==> src/rtl/trafik_kavsak_kontrol_if.sv <==
// Signal bundle between the intersection controller and the board/requesters.
// master = request side (sensors, button, lamp observer); slave = controller.
// Optional NIGHT_MODE_EN adds the night input.
interface trafik_kavsak_kontrol_if;
`ifdef NIGHT_MODE_EN
    logic       night;
`endif
    logic       side_req;
    logic       ped_req;
    logic       main_red;
    logic       main_yellow;
    logic       main_green;
    logic       side_red;
    logic       side_yellow;
    logic       side_green;
    logic       ped_walk;
    logic [2:0] phase;

    modport master (
`ifdef NIGHT_MODE_EN
        output night,
`endif
        output side_req,
        output ped_req,
        input  main_red,
        input  main_yellow,
        input  main_green,
        input  side_red,
        input  side_yellow,
        input  side_green,
        input  ped_walk,
        input  phase
    );

    modport slave (
`ifdef NIGHT_MODE_EN
        input  night,
`endif
        input  side_req,
        input  ped_req,
        output main_red,
        output main_yellow,
        output main_green,
        output side_red,
        output side_yellow,
        output side_green,
        output ped_walk,
        output phase
    );
endinterface

==> src/rtl/trafik_kavsak_kontrol.sv <==
// Two-road intersection scheduler with pedestrian walk phase.
// Main road rests in green; latched side/pedestrian requests start a full
// phase cycle. Phase times are counted in ticks from an internal prescaler.
// All lamp outputs are active-low and registered.
// Optional feature macro: NIGHT_MODE_EN (adds night input and flashing NIGHT state).
module trafik_kavsak_kontrol #(
    parameter int TICK_DIV     = 20_000_000,
    parameter int T_MIN_GREEN  = 10,
    parameter int T_SIDE_GREEN = 5,
    parameter int T_YELLOW     = 2,
    parameter int T_ALLRED     = 1,
    parameter int T_PED        = 5
) (
    input  logic                    clk,
    input  logic                    rst,
    trafik_kavsak_kontrol_if.slave  bus
);

    typedef enum logic [2:0] {
        MAIN_G   = 3'd0,
        MAIN_Y   = 3'd1,
        ALLRED1  = 3'd2,
        SIDE_G   = 3'd3,
        SIDE_Y   = 3'd4,
        ALLRED2  = 3'd5,
        PED_WALK = 3'd6,
        NIGHT    = 3'd7
    } state_t;

    // Largest duration any state counts to; the main-green counter saturates
    // at T_MIN_GREEN so it must be representable as well.
    localparam int T_MAX_0 = (T_MIN_GREEN  > T_SIDE_GREEN) ? T_MIN_GREEN  : T_SIDE_GREEN;
    localparam int T_MAX_1 = (T_YELLOW     > T_ALLRED)     ? T_YELLOW     : T_ALLRED;
    localparam int T_MAX_2 = (T_MAX_0      > T_MAX_1)      ? T_MAX_0      : T_MAX_1;
    localparam int T_MAX   = (T_MAX_2      > T_PED)        ? T_MAX_2      : T_PED;
    localparam int SEC_W   = $clog2(T_MAX + 1);
    localparam int PRE_W   = (TICK_DIV > 1) ? $clog2(TICK_DIV) : 1;

    // Bit positions inside the lamp vector.
    localparam int L_MR = 0;
    localparam int L_MY = 1;
    localparam int L_MG = 2;
    localparam int L_SR = 3;
    localparam int L_SY = 4;
    localparam int L_SG = 5;
    localparam int L_PW = 6;
    localparam int N_LAMPS = 7;

    // Reset shows both heads red, everything else dark (active-low).
    localparam logic [N_LAMPS-1:0] LAMP_RESET = 7'b111_0110;

    state_t             state_reg, state_next;
    logic [PRE_W-1:0]   pre_reg, pre_next;
    logic [SEC_W-1:0]   sec_reg, sec_next;
    logic               side_pend_reg, side_pend_next;
    logic               ped_pend_reg, ped_pend_next;
    logic [N_LAMPS-1:0] lamp_reg;
    logic [N_LAMPS-1:0] lamp_next;
    logic [N_LAMPS-1:0] lit;
`ifdef NIGHT_MODE_EN
    logic               blink_reg, blink_next;
`endif

    logic tick;
    logic state_change;
    logic min_green_done;

    assign tick           = (pre_reg == PRE_W'(TICK_DIV - 1));
    assign state_change   = (state_next != state_reg);
    // Elapsed time including the current tick has reached the minimum green.
    assign min_green_done = (sec_reg >= SEC_W'(T_MIN_GREEN - 1));

    // Returns true on the tick that completes a state of duration t.
    function automatic logic dur_done(input logic [SEC_W-1:0] sec, input int t);
        return sec == SEC_W'(t - 1);
    endfunction

    // State register, request latches and timebase.
    always_ff @(posedge clk) begin
        if (rst) begin
            state_reg     <= ALLRED2;
            pre_reg       <= '0;
            sec_reg       <= '0;
            side_pend_reg <= 1'b0;
            ped_pend_reg  <= 1'b0;
        end else begin
            state_reg     <= state_next;
            pre_reg       <= pre_next;
            sec_reg       <= sec_next;
            side_pend_reg <= side_pend_next;
            ped_pend_reg  <= ped_pend_next;
        end
    end

`ifdef NIGHT_MODE_EN
    // Flash phase for the night pattern.
    always_ff @(posedge clk) begin
        if (rst) begin
            blink_reg <= 1'b0;
        end else begin
            blink_reg <= blink_next;
        end
    end
`endif

    // One register per lamp, loaded from the decode of the next state so the
    // lamps change on the same edge as the phase code.
    genvar gi;
    generate
        for (gi = 0; gi < N_LAMPS; gi++) begin : g_lamp
            // Lamp output register, bit gi.
            always_ff @(posedge clk) begin
                if (rst) begin
                    lamp_reg[gi] <= LAMP_RESET[gi];
                end else begin
                    lamp_reg[gi] <= lamp_next[gi];
                end
            end
        end
    endgenerate

    // Prescaler and per-state second counter; both restart on any state change.
    always_comb begin
        pre_next = pre_reg;
        sec_next = sec_reg;
        if (state_change) begin
            pre_next = '0;
            sec_next = '0;
        end else if (tick) begin
            pre_next = '0;
            if (state_reg == MAIN_G) begin
                // Saturate so an idle main green never wraps.
                if (sec_reg < SEC_W'(T_MIN_GREEN)) begin
                    sec_next = sec_reg + 1'b1;
                end
            end else if (state_reg != NIGHT) begin
                sec_next = sec_reg + 1'b1;
            end
        end else begin
            pre_next = pre_reg + 1'b1;
        end
    end

    // Next-state logic, request latches and lamp decode.
    always_comb begin
        state_next     = state_reg;
        side_pend_next = side_pend_reg;
        ped_pend_next  = ped_pend_reg;
        lit            = '0;
`ifdef NIGHT_MODE_EN
        blink_next     = blink_reg;
`endif

        case (state_reg)
            MAIN_G: begin
`ifdef NIGHT_MODE_EN
                if (tick && min_green_done && bus.night) begin
                    state_next = NIGHT;
                end else
`endif
                if (tick && min_green_done && (side_pend_reg || ped_pend_reg)) begin
                    state_next = MAIN_Y;
                end
            end
            MAIN_Y: begin
                if (tick && dur_done(sec_reg, T_YELLOW)) state_next = ALLRED1;
            end
            ALLRED1: begin
                if (tick && dur_done(sec_reg, T_ALLRED)) state_next = SIDE_G;
            end
            SIDE_G: begin
                if (tick && dur_done(sec_reg, T_SIDE_GREEN)) state_next = SIDE_Y;
            end
            SIDE_Y: begin
                if (tick && dur_done(sec_reg, T_YELLOW)) state_next = ALLRED2;
            end
            ALLRED2: begin
                if (tick && dur_done(sec_reg, T_ALLRED)) begin
                    state_next = ped_pend_reg ? PED_WALK : MAIN_G;
                end
            end
            PED_WALK: begin
                if (tick && dur_done(sec_reg, T_PED)) state_next = MAIN_G;
            end
            NIGHT: begin
`ifdef NIGHT_MODE_EN
                if (tick && !bus.night) state_next = ALLRED2;
`else
                // Unreachable without the night feature; recover safely.
                state_next = ALLRED2;
`endif
            end
            default: state_next = ALLRED2;
        endcase

        // A latch clears only on the edge that enters its serving state; a
        // request present on that same edge re-arms it immediately.
        if (state_next == SIDE_G && state_reg != SIDE_G) begin
            side_pend_next = 1'b0;
        end
        if (state_next == PED_WALK && state_reg != PED_WALK) begin
            ped_pend_next = 1'b0;
        end
        if (bus.side_req) side_pend_next = 1'b1;
        if (bus.ped_req)  ped_pend_next  = 1'b1;

`ifdef NIGHT_MODE_EN
        // Flash starts lit on entry and toggles every tick while in NIGHT.
        if (state_next == NIGHT && state_reg != NIGHT) begin
            blink_next = 1'b1;
        end else if (state_reg == NIGHT && tick) begin
            blink_next = ~blink_reg;
        end
`endif

        case (state_next)
            MAIN_G:   begin lit[L_MG] = 1'b1; lit[L_SR] = 1'b1; end
            MAIN_Y:   begin lit[L_MY] = 1'b1; lit[L_SR] = 1'b1; end
            SIDE_G:   begin lit[L_MR] = 1'b1; lit[L_SG] = 1'b1; end
            SIDE_Y:   begin lit[L_MR] = 1'b1; lit[L_SY] = 1'b1; end
            PED_WALK: begin lit[L_MR] = 1'b1; lit[L_SR] = 1'b1; lit[L_PW] = 1'b1; end
            NIGHT: begin
`ifdef NIGHT_MODE_EN
                lit[L_MY] = blink_next;
                lit[L_SR] = blink_next;
`else
                lit[L_MR] = 1'b1;
                lit[L_SR] = 1'b1;
`endif
            end
            default:  begin lit[L_MR] = 1'b1; lit[L_SR] = 1'b1; end
        endcase

        lamp_next = ~lit;
    end

    assign bus.main_red    = lamp_reg[L_MR];
    assign bus.main_yellow = lamp_reg[L_MY];
    assign bus.main_green  = lamp_reg[L_MG];
    assign bus.side_red    = lamp_reg[L_SR];
    assign bus.side_yellow = lamp_reg[L_SY];
    assign bus.side_green  = lamp_reg[L_SG];
    assign bus.ped_walk    = lamp_reg[L_PW];
    assign bus.phase       = state_reg;

endmodule

==> src/flat_wrapper.sv <==
// flat-port wrapper written by rule: the top's interface ports become plain ports
module trafik_kavsak_kontrol_flat 
#(
    parameter int TICK_DIV     = 20_000_000,
    parameter int T_MIN_GREEN  = 10,
    parameter int T_SIDE_GREEN = 5,
    parameter int T_YELLOW     = 2,
    parameter int T_ALLRED     = 1,
    parameter int T_PED        = 5
)
  (clk, rst, bus_side_req, bus_ped_req, bus_main_red, bus_main_yellow, bus_main_green, bus_side_red, bus_side_yellow, bus_side_green, bus_ped_walk, bus_phase);
  trafik_kavsak_kontrol_if bus_i ();
  input  logic clk;
  input  logic rst;
  input wire logic [$bits(bus_i.side_req)-1:0] bus_side_req;
  input wire logic [$bits(bus_i.ped_req)-1:0] bus_ped_req;
  output wire logic [$bits(bus_i.main_red)-1:0] bus_main_red;
  output wire logic [$bits(bus_i.main_yellow)-1:0] bus_main_yellow;
  output wire logic [$bits(bus_i.main_green)-1:0] bus_main_green;
  output wire logic [$bits(bus_i.side_red)-1:0] bus_side_red;
  output wire logic [$bits(bus_i.side_yellow)-1:0] bus_side_yellow;
  output wire logic [$bits(bus_i.side_green)-1:0] bus_side_green;
  output wire logic [$bits(bus_i.ped_walk)-1:0] bus_ped_walk;
  output wire logic [$bits(bus_i.phase)-1:0] bus_phase;
  assign bus_i.side_req = bus_side_req;
  assign bus_i.ped_req = bus_ped_req;
  assign bus_main_red = bus_i.main_red;
  assign bus_main_yellow = bus_i.main_yellow;
  assign bus_main_green = bus_i.main_green;
  assign bus_side_red = bus_i.side_red;
  assign bus_side_yellow = bus_i.side_yellow;
  assign bus_side_green = bus_i.side_green;
  assign bus_ped_walk = bus_i.ped_walk;
  assign bus_phase = bus_i.phase;
  trafik_kavsak_kontrol #(.TICK_DIV(TICK_DIV), .T_MIN_GREEN(T_MIN_GREEN), .T_SIDE_GREEN(T_SIDE_GREEN), .T_YELLOW(T_YELLOW), .T_ALLRED(T_ALLRED), .T_PED(T_PED)) u_core (.clk(clk), .rst(rst), .bus(bus_i));
endmodule
==> config.mk <==
export PLATFORM = sky130hd
export DESIGN_NAME = trafik_kavsak_kontrol_flat
export DESIGN_NICKNAME = d
export VERILOG_FILES = /design/src/rtl/trafik_kavsak_kontrol_if.sv /design/src/rtl/trafik_kavsak_kontrol.sv /design/src/flat_wrapper.sv
export SDC_FILE = /design/constraint.sdc
export NUM_CORES = 1
export LEC_CHECK = 0
export CAP_MARGIN = 15
export CORE_MARGIN = 5
export CORE_UTILIZATION = 60
export CTS_CLUSTER_DIAMETER = 60
export DETAILED_ROUTE_END_ITERATION = 8
export GPL_ROUTABILITY_DRIVEN = 1
export PLACE_DENSITY = 0.85
export RECOVER_POWER = 25
export SETUP_SLACK_MARGIN = 0.4
export SLEW_MARGIN = 15
export SYNTH_ARGS = -nofsm -noshare
export SYNTH_HDL_FRONTEND = slang
export SYNTH_SLANG_ARGS = --single-unit
==> constraint.sdc <==
create_clock -name clk -period 5.7 [get_ports clk]
set_input_delay 1.14 -clock clk [delete_from_list [all_inputs] [get_ports clk]]
set_output_delay 1.14 -clock clk [all_outputs]
set_load 0.05 [all_outputs]
==> results.py, run 1 <==
metrics = {
    "min_path": {
        "worstHoldStart": "u_core.pre_reg[0]",
        "hold_class": "flop to flop",
    },
    "floorplan": {
        "chipWidth_um": 68.9,
        "initial_utilization": 0.624,
        "die_y_um": 68.9,
        "core_area_mm2": 0.00334,
        "fp-row-count": 21,
        "io_pins": 14,
        "dieArea_mm2": 0.00475,
    },
    "timing": {
        "min_period_ns": 3.00,
        "hold_viol": 0,
        "final-setup-viol-count": 0,
        "post-route-worst-setup-slack_ns": 2.70,
        "tns_ns": 0,
        "rsz0062_at_grt": "false",
        "slew_viol_final": 0,
        "slew_headroom": 0.399,
        "worst_pin_slew_ns": 0.893,
        "post-route-period-util": 0.525,
        "clock_skew_ns": 0.00793,
        "max_freq_mhz": 334,
    },
    "synth": {
        "async_flop_share": 0,
        "syn_nets": 257,
        "avgSynthCellArea_um2": 8.40,
        "synth_top_area_share": 0.394,
        "ys_warn_count": 0,
        "yosysTopAreaCell": "dfxtp_1",
        "synth_area_mm2": 0.00208,
        "synthCells": 248,
        "synth_ff_type": "dfxtp_1",
        "seq_area_frac_synth": 0.394,
        "yosys.cell_types.count": 53,
        "synth-seq-cells": 41,
        "ys_top_cells_by_area": "dfxtp_1, nor2_1, xnor2_1, ha_1, xor2_1",
        "synth-edff-count": 0,
    },
    "pwr": {
        "power_frac_clock": 0.390,
        "vdd_ir_drop_max_v": 0.000151,
        "p_per_area_mw_per_mm2": 217,
        "p_seq_frac": 0.583,
        "combinationalPowerShare": 0.027,
        "power.total_uw": 501,
        "sw_frac_of_total": 0.202,
        "total_leakage_power_nw": 0.804,
        "internal_power_uw": 400,
        "power.switching_uw": 101,
    },
    "grt": {
        "grt_start_max_net_pins": 16,
        "antenna_found_initial": 0,
        "overflow": 0,
        "first_global_vias": 1683,
        "gr-usage-all-layers": 0.210,
        "grt_pass1_wl_um": 7370,
    },
    "drt": {
        "first_pass_iters": 4,
        "drcViolationCount": 0,
        "drtAntennaViolNets": 0,
        "vias": 1778,
        "drt_iter0_markers": 137,
        "wire_per_inst_um": 13.9,
        "drt-total-wl_um": 4290,
        "vias_per_cell": 5.77,
    },
    "critical_path": {
        "cp_slowest_cell": "clkdlybuf4s50_1",
        "max_stage_delay_ns": 0.90,
        "cp_max_fo": 14,
        "crit_start": "u_core.bus.phase[0]",
        "rrSetupSlack_ns": 2.75,
        "crit_buf_inv": 1,
        "arrival_ns": 1.86,
        "critPathKind": "flop to output port",
        "cp_top_family": "buffers and inverters",
        "worstReg2RegStart": "u_core.pre_reg[9]",
        "critPathRequiredTime_ns": 4.56,
        "worstSetupStartpointType": "flop",
        "crit_chain": "clkdlybuf4s50_1",
        "worstSetupEndpointType": "output port",
    },
    "cells_and_area": {
        "regArea_um2": 821,
        "final_common_cell": "dfxtp_1",
        "largest_reg_flops": 25,
        "fill_cells": 299,
        "multi_input_area_mm2": 0.00119,
        "mostFrequentLayoutCells": "dfxtp_1, nor2_1, nand2_1",
        "n_antenna_cell": 0,
        "layout-drive-gt1-share": 0.0725,
        "area_growth_pct": 11.1,
        "num-nets-final": 270,
    },
    "clock_tree": {
        "post_cts.repair.setup_buffers": 0,
        "cts_root_buffer": "clkbuf_4",
        "clock_path_buffers": 2,
        "post_cts_resized": 0,
        "h-tree-depth": 2,
        "cts.sinks": 41,
        "path_clk_slew_ns": 0.11,
        "clock_latency_ns": 0.35,
        "numCtsBuffers": 5,
        "cts_tree": "built",
        "cts_hold_buf": 0,
    },
    "placement": {
        "dp_slack_ns": 2.85,
        "io_buffers": 13,
        "globalplace.congestion": 0.913,
        "hpwl_um": 3140,
    },
    "run": {
        "maxCapViolCount": 0,
    },
    "outcome": {
        "outcome": "finished clean",
    },
}
[metal layers]
| layer | share of wire | vias up | track usage |
|---|---|---|---|
| li1 | - | 910 | - |
| met1 | 0.46 | 813 | 0.265 |
| met2 | 0.48 | 46 | 0.339 |
| met3 | 0.045 | 9 | 0.0421 |
| met4 | 0.018 | 0 | 0.107 |
| met5 | 0 | - | 0 |
[through the flow]
step | hold WS, ns | area, µm² | util | instances
floorplan | 0.430 | 2080 | - | 248
global placement | 0.442 | 2240 | 0.671 | 300
detailed placement | 0.452 | 2240 | 0.671 | 300
CTS | 0.479 | 2320 | 0.697 | 308
global route | 0.493 | 2310 | 0.693 | 308
finish | 0.473 | 2310 | 0.693 | 308
[worst paths after layout]
check	endpoint	cells after the start
min reg2reg	u_core.pre_reg[0]	1
min	u_core.pre_reg[0]	1
max	bus_phase[0]	1
max reg2reg	u_core.bus.main_yellow	6
[cell families (layout without fill, tap and decap cells)]
logic type	count (synthesis)	in the layout	share of synthesized area
AOI/OAI and AO/OA	31	31	0.0932
xor gates and xnor gates	20	20	0.0841
adders and majority gates	5	5	0.0300
buffers and inverters	15	29	0.0306
DFF	41	41	0.394
muxes	2	2	0.00962
and+or+nand+nor	134	134	0.358
[power by group through the flow]
stage	registers [mW]	logic, mW	clock network, mW
finish	0.292	0.0137	0.195
global route	0.293	0.0153	0.214
CTS	0.292	0.0138	0.198
detailed placement	0.298	0.0138	0
global placement	0.298	0.0136	0
floorplan	0.298	0.00880	0
[final cells by class]
class	instances	area share
clock buffer	7	0.0238
clock inverter	1	0.0130
inverter	7	0.0114
multi-input combinational	192	0.513
sequential	41	0.355
tap	46	0.0249
timing repair buffer	14	0.0595
[synthesized netlist by cell type, types with 2 or more instances]
cell type and count:
a21oi_1 9, and2_1 2, and3_1 5, and4_1 2, clkbuf_1 6, dfxtp_1 41
ha_1 5, inv_1 7, mux2i_1 2, nand2_1 16, nand2b_1 3, nand3_1 12
nand4_1 7, nor2_1 40, nor3_1 7, nor3b_1 3, nor4_1 4, nor4b_1 2
o21ai_0 10, or2_2 2, or3_1 9, or3b_2 4, or4b_2 2, xnor2_1 13
xor2_1 7
No activity file was read; power rests on OpenSTA's default activity.
==> run 2, diff against run 1 <==
--- a/config.mk
+++ b/config.mk
@@ -7,11 +7,11 @@
 export LEC_CHECK = 0
 export CAP_MARGIN = 15
 export CORE_MARGIN = 5
-export CORE_UTILIZATION = 60
+export CORE_UTILIZATION = 58
 export CTS_CLUSTER_DIAMETER = 60
 export DETAILED_ROUTE_END_ITERATION = 8
 export GPL_ROUTABILITY_DRIVEN = 1
-export PLACE_DENSITY = 0.85
+export PLACE_DENSITY = 0.83
 export RECOVER_POWER = 25
 export SETUP_SLACK_MARGIN = 0.4
 export SLEW_MARGIN = 15
==> constraint.sdc (replaced) <==
create_clock -name clk -period 3.1 [get_ports clk]
set_input_delay 0.62 -clock clk [delete_from_list [all_inputs] [get_ports clk]]
set_output_delay 0.62 -clock clk [all_outputs]
set_load 0.05 [all_outputs]
==> results.py, run 2 (same netlist as run 1, synthesis figures left out) <==
metrics = {
    "run": {
        "maxCapViolCount": 0,
    },
    "pwr": {
        "power.total_uw": 894,
        "total_leakage_power_nw": 0.868,
        "sw_frac_of_total": 0.211,
        "internal_power_uw": 705,
        "power_frac_clock": 0.374,
        "p_seq_frac": 0.598,
        "vdd_ir_drop_max_v": 0.000272,
        "p_per_area_mw_per_mm2": 371,
        "power.switching_uw": 189,
        "combinationalPowerShare": 0.028,
    },
    "clock_tree": {
        "path_clk_slew_ns": 0.11,
        "h-tree-depth": 2,
        "numCtsBuffers": 5,
        "cts.sinks": 41,
        "cts_root_buffer": "clkbuf_4",
        "cts_tree": "built",
        "clock_path_buffers": 2,
        "clock_latency_ns": 0.36,
    },
    "timing": {
        "rsz0062_at_grt": "true",
        "slew_viol_final": 0,
        "final-setup-viol-count": 0,
        "tns_ns": 0,
        "clock_skew_ns": 0.0116,
        "worst_pin_slew_ns": 0.616,
        "hold_viol": 0,
        "post-route-period-util": 0.896,
        "whs_ns": 0.477,
        "slew_headroom": 0.586,
        "min_period_ns": 2.78,
        "max_freq_mhz": 360,
    },
    "grt": {
        "first_global_vias": 1811,
        "gr-usage-all-layers": 0.197,
        "grt_start_max_net_pins": 15,
        "antenna_found_initial": 0,
        "overflow": 0,
        "grt_pass1_wl_um": 7890,
    },
    "placement": {
        "hpwl_um": 3310,
        "globalplace.congestion": 0.887,
        "io_buffers": 13,
        "placed_area_mm2": 0.00228,
    },
    "floorplan": {
        "chipWidth_um": 69.9,
        "fp-row-count": 21,
        "initial_utilization": 0.610,
        "io_pins": 14,
        "dieArea_mm2": 0.00489,
        "core_area_mm2": 0.00342,
        "die_y_um": 69.9,
    },
    "critical_path": {
        "arrival_ns": 3.02,
        "crit_start": "u_core.pre_reg[16]",
        "worstRegToRegCells": 6,
        "worstSetupEndpointType": "flop",
        "critPathRequiredTime_ns": 3.34,
        "rrSetupSlack_ns": 0.32,
        "worstReg2RegStart": "u_core.pre_reg[16]",
        "worstSetupStartpointType": "flop",
        "worstSetupEndpoint": "u_core.bus.main_yellow",
        "critPathKind": "flop to flop",
        "r2r-end": "u_core.bus.main_yellow",
        "cp_max_fo": 6,
    },
    "drt": {
        "first_pass_iters": 4,
        "drt-total-wl_um": 4540,
        "drtAntennaViolNets": 0,
        "wire_per_inst_um": 14.4,
        "drt_iter0_markers": 90,
        "drcViolationCount": 0,
        "vias": 1883,
        "vias_per_cell": 5.96,
    },
    "cells_and_area": {
        "final_common_cell": "nor2_1",
        "layout-drive-gt1-share": 0.152,
        "n_antenna_cell": 0,
        "num-nets-final": 279,
        "area_growth_pct": 15.9,
        "final_area_mm2": 0.00241,
        "mostFrequentLayoutCells": "nor2_1, dfxtp_1, nand2_1",
        "largest_reg_flops": 25,
    },
    "min_path": {
        "hold_class": "flop to flop",
    },
    "outcome": {
        "outcome": "finished clean",
    },
}
-- run 2: changes by cell type in the layout (fill, tap and decap cells not counted), sizes merged --
| cell | change |
|---|---|
| buf | +9 |
| clkdlybuf4s50 | -7 |
| dlygate4sd3 | +7 |
| clkinv | +1 |
| clkbuf | -2 |
-- run 2: layout make-up --
| type | instances | area, µm² |
|---|---|---|
| tap | 46 | 57.6 |
| sequential | 41 | 836 |
| clock buffer | 5 | 37.5 |
| timing repair buffer | 23 | 205 |
| fill | 289 | 1000 |
| clock inverter | 2 | 35.0 |
| multi-input combinational | 192 | 1220 |
| inverter | 7 | 26.3 |
-- run 2: worst min path at each step --
| stage | start | to | slack [ns] | cells after the start |
|---|---|---|---|---|
| finish | u_core.pre_reg[0] | u_core.pre_reg[0] | 0.48 | 1 |
| global route | u_core.pre_reg[0] | u_core.pre_reg[0] | 0.52 | 1 |
| CTS | u_core.pre_reg[0] | u_core.pre_reg[0] | 0.49 | 1 |
| detailed placement | u_core.pre_reg[0] | u_core.pre_reg[0] | 0.46 | 1 |
| global placement | u_core.pre_reg[0] | u_core.pre_reg[0] | 0.44 | 1 |
| floorplan | u_core.pre_reg[0] | u_core.pre_reg[0] | 0.43 | 1 |
-- run 2: timing repair --
action                                  CTS  global route
gates resized for setup                   8             7
endpoints found under the setup margin    4             3
hold buffers                              0             0
pin swaps                                 2             1
buffers inserted                          3             0
-- run 2: critical path: stages (launching register included) --
cell	delay (ns)
dfxtp_1	0.43
or4bb_1	0.54
or2_0	0.33
or3_1	0.45
or3_4	0.38
and3_1	0.16
or4_1	0.38
-- run 2: routing by layer --
metal	GRT usage	vias to the layer above	routed length (µm)
met4	0.113	0	97
met5	0	-	0
met1	0.243	880	2020
met3	0.0416	12	242
li1	-	932	-
met2	0.315	59	2180
-- run 2: stage by stage --
step	setup WS [ns]	std cells	utilization
after floorplan	0.419	248	-
after global placement	0.358	306	0.669
after detailed placement	0.294	306	0.669
after CTS	0.396	316	0.702
after global routing	0.228	316	0.707
final	0.323	316	0.707
-- run 2: power groups by stage --
stage	clock network, mW	registers, mW	logic [mW]
2_1_floorplan	0	0.547	0.0162
3_3_place_gp	0	0.549	0.0247
3_5_place_dp	0	0.549	0.0250
4_1_cts	0.343	0.536	0.0251
5_1_grt	0.364	0.536	0.0289
6_report	0.334	0.535	0.0250
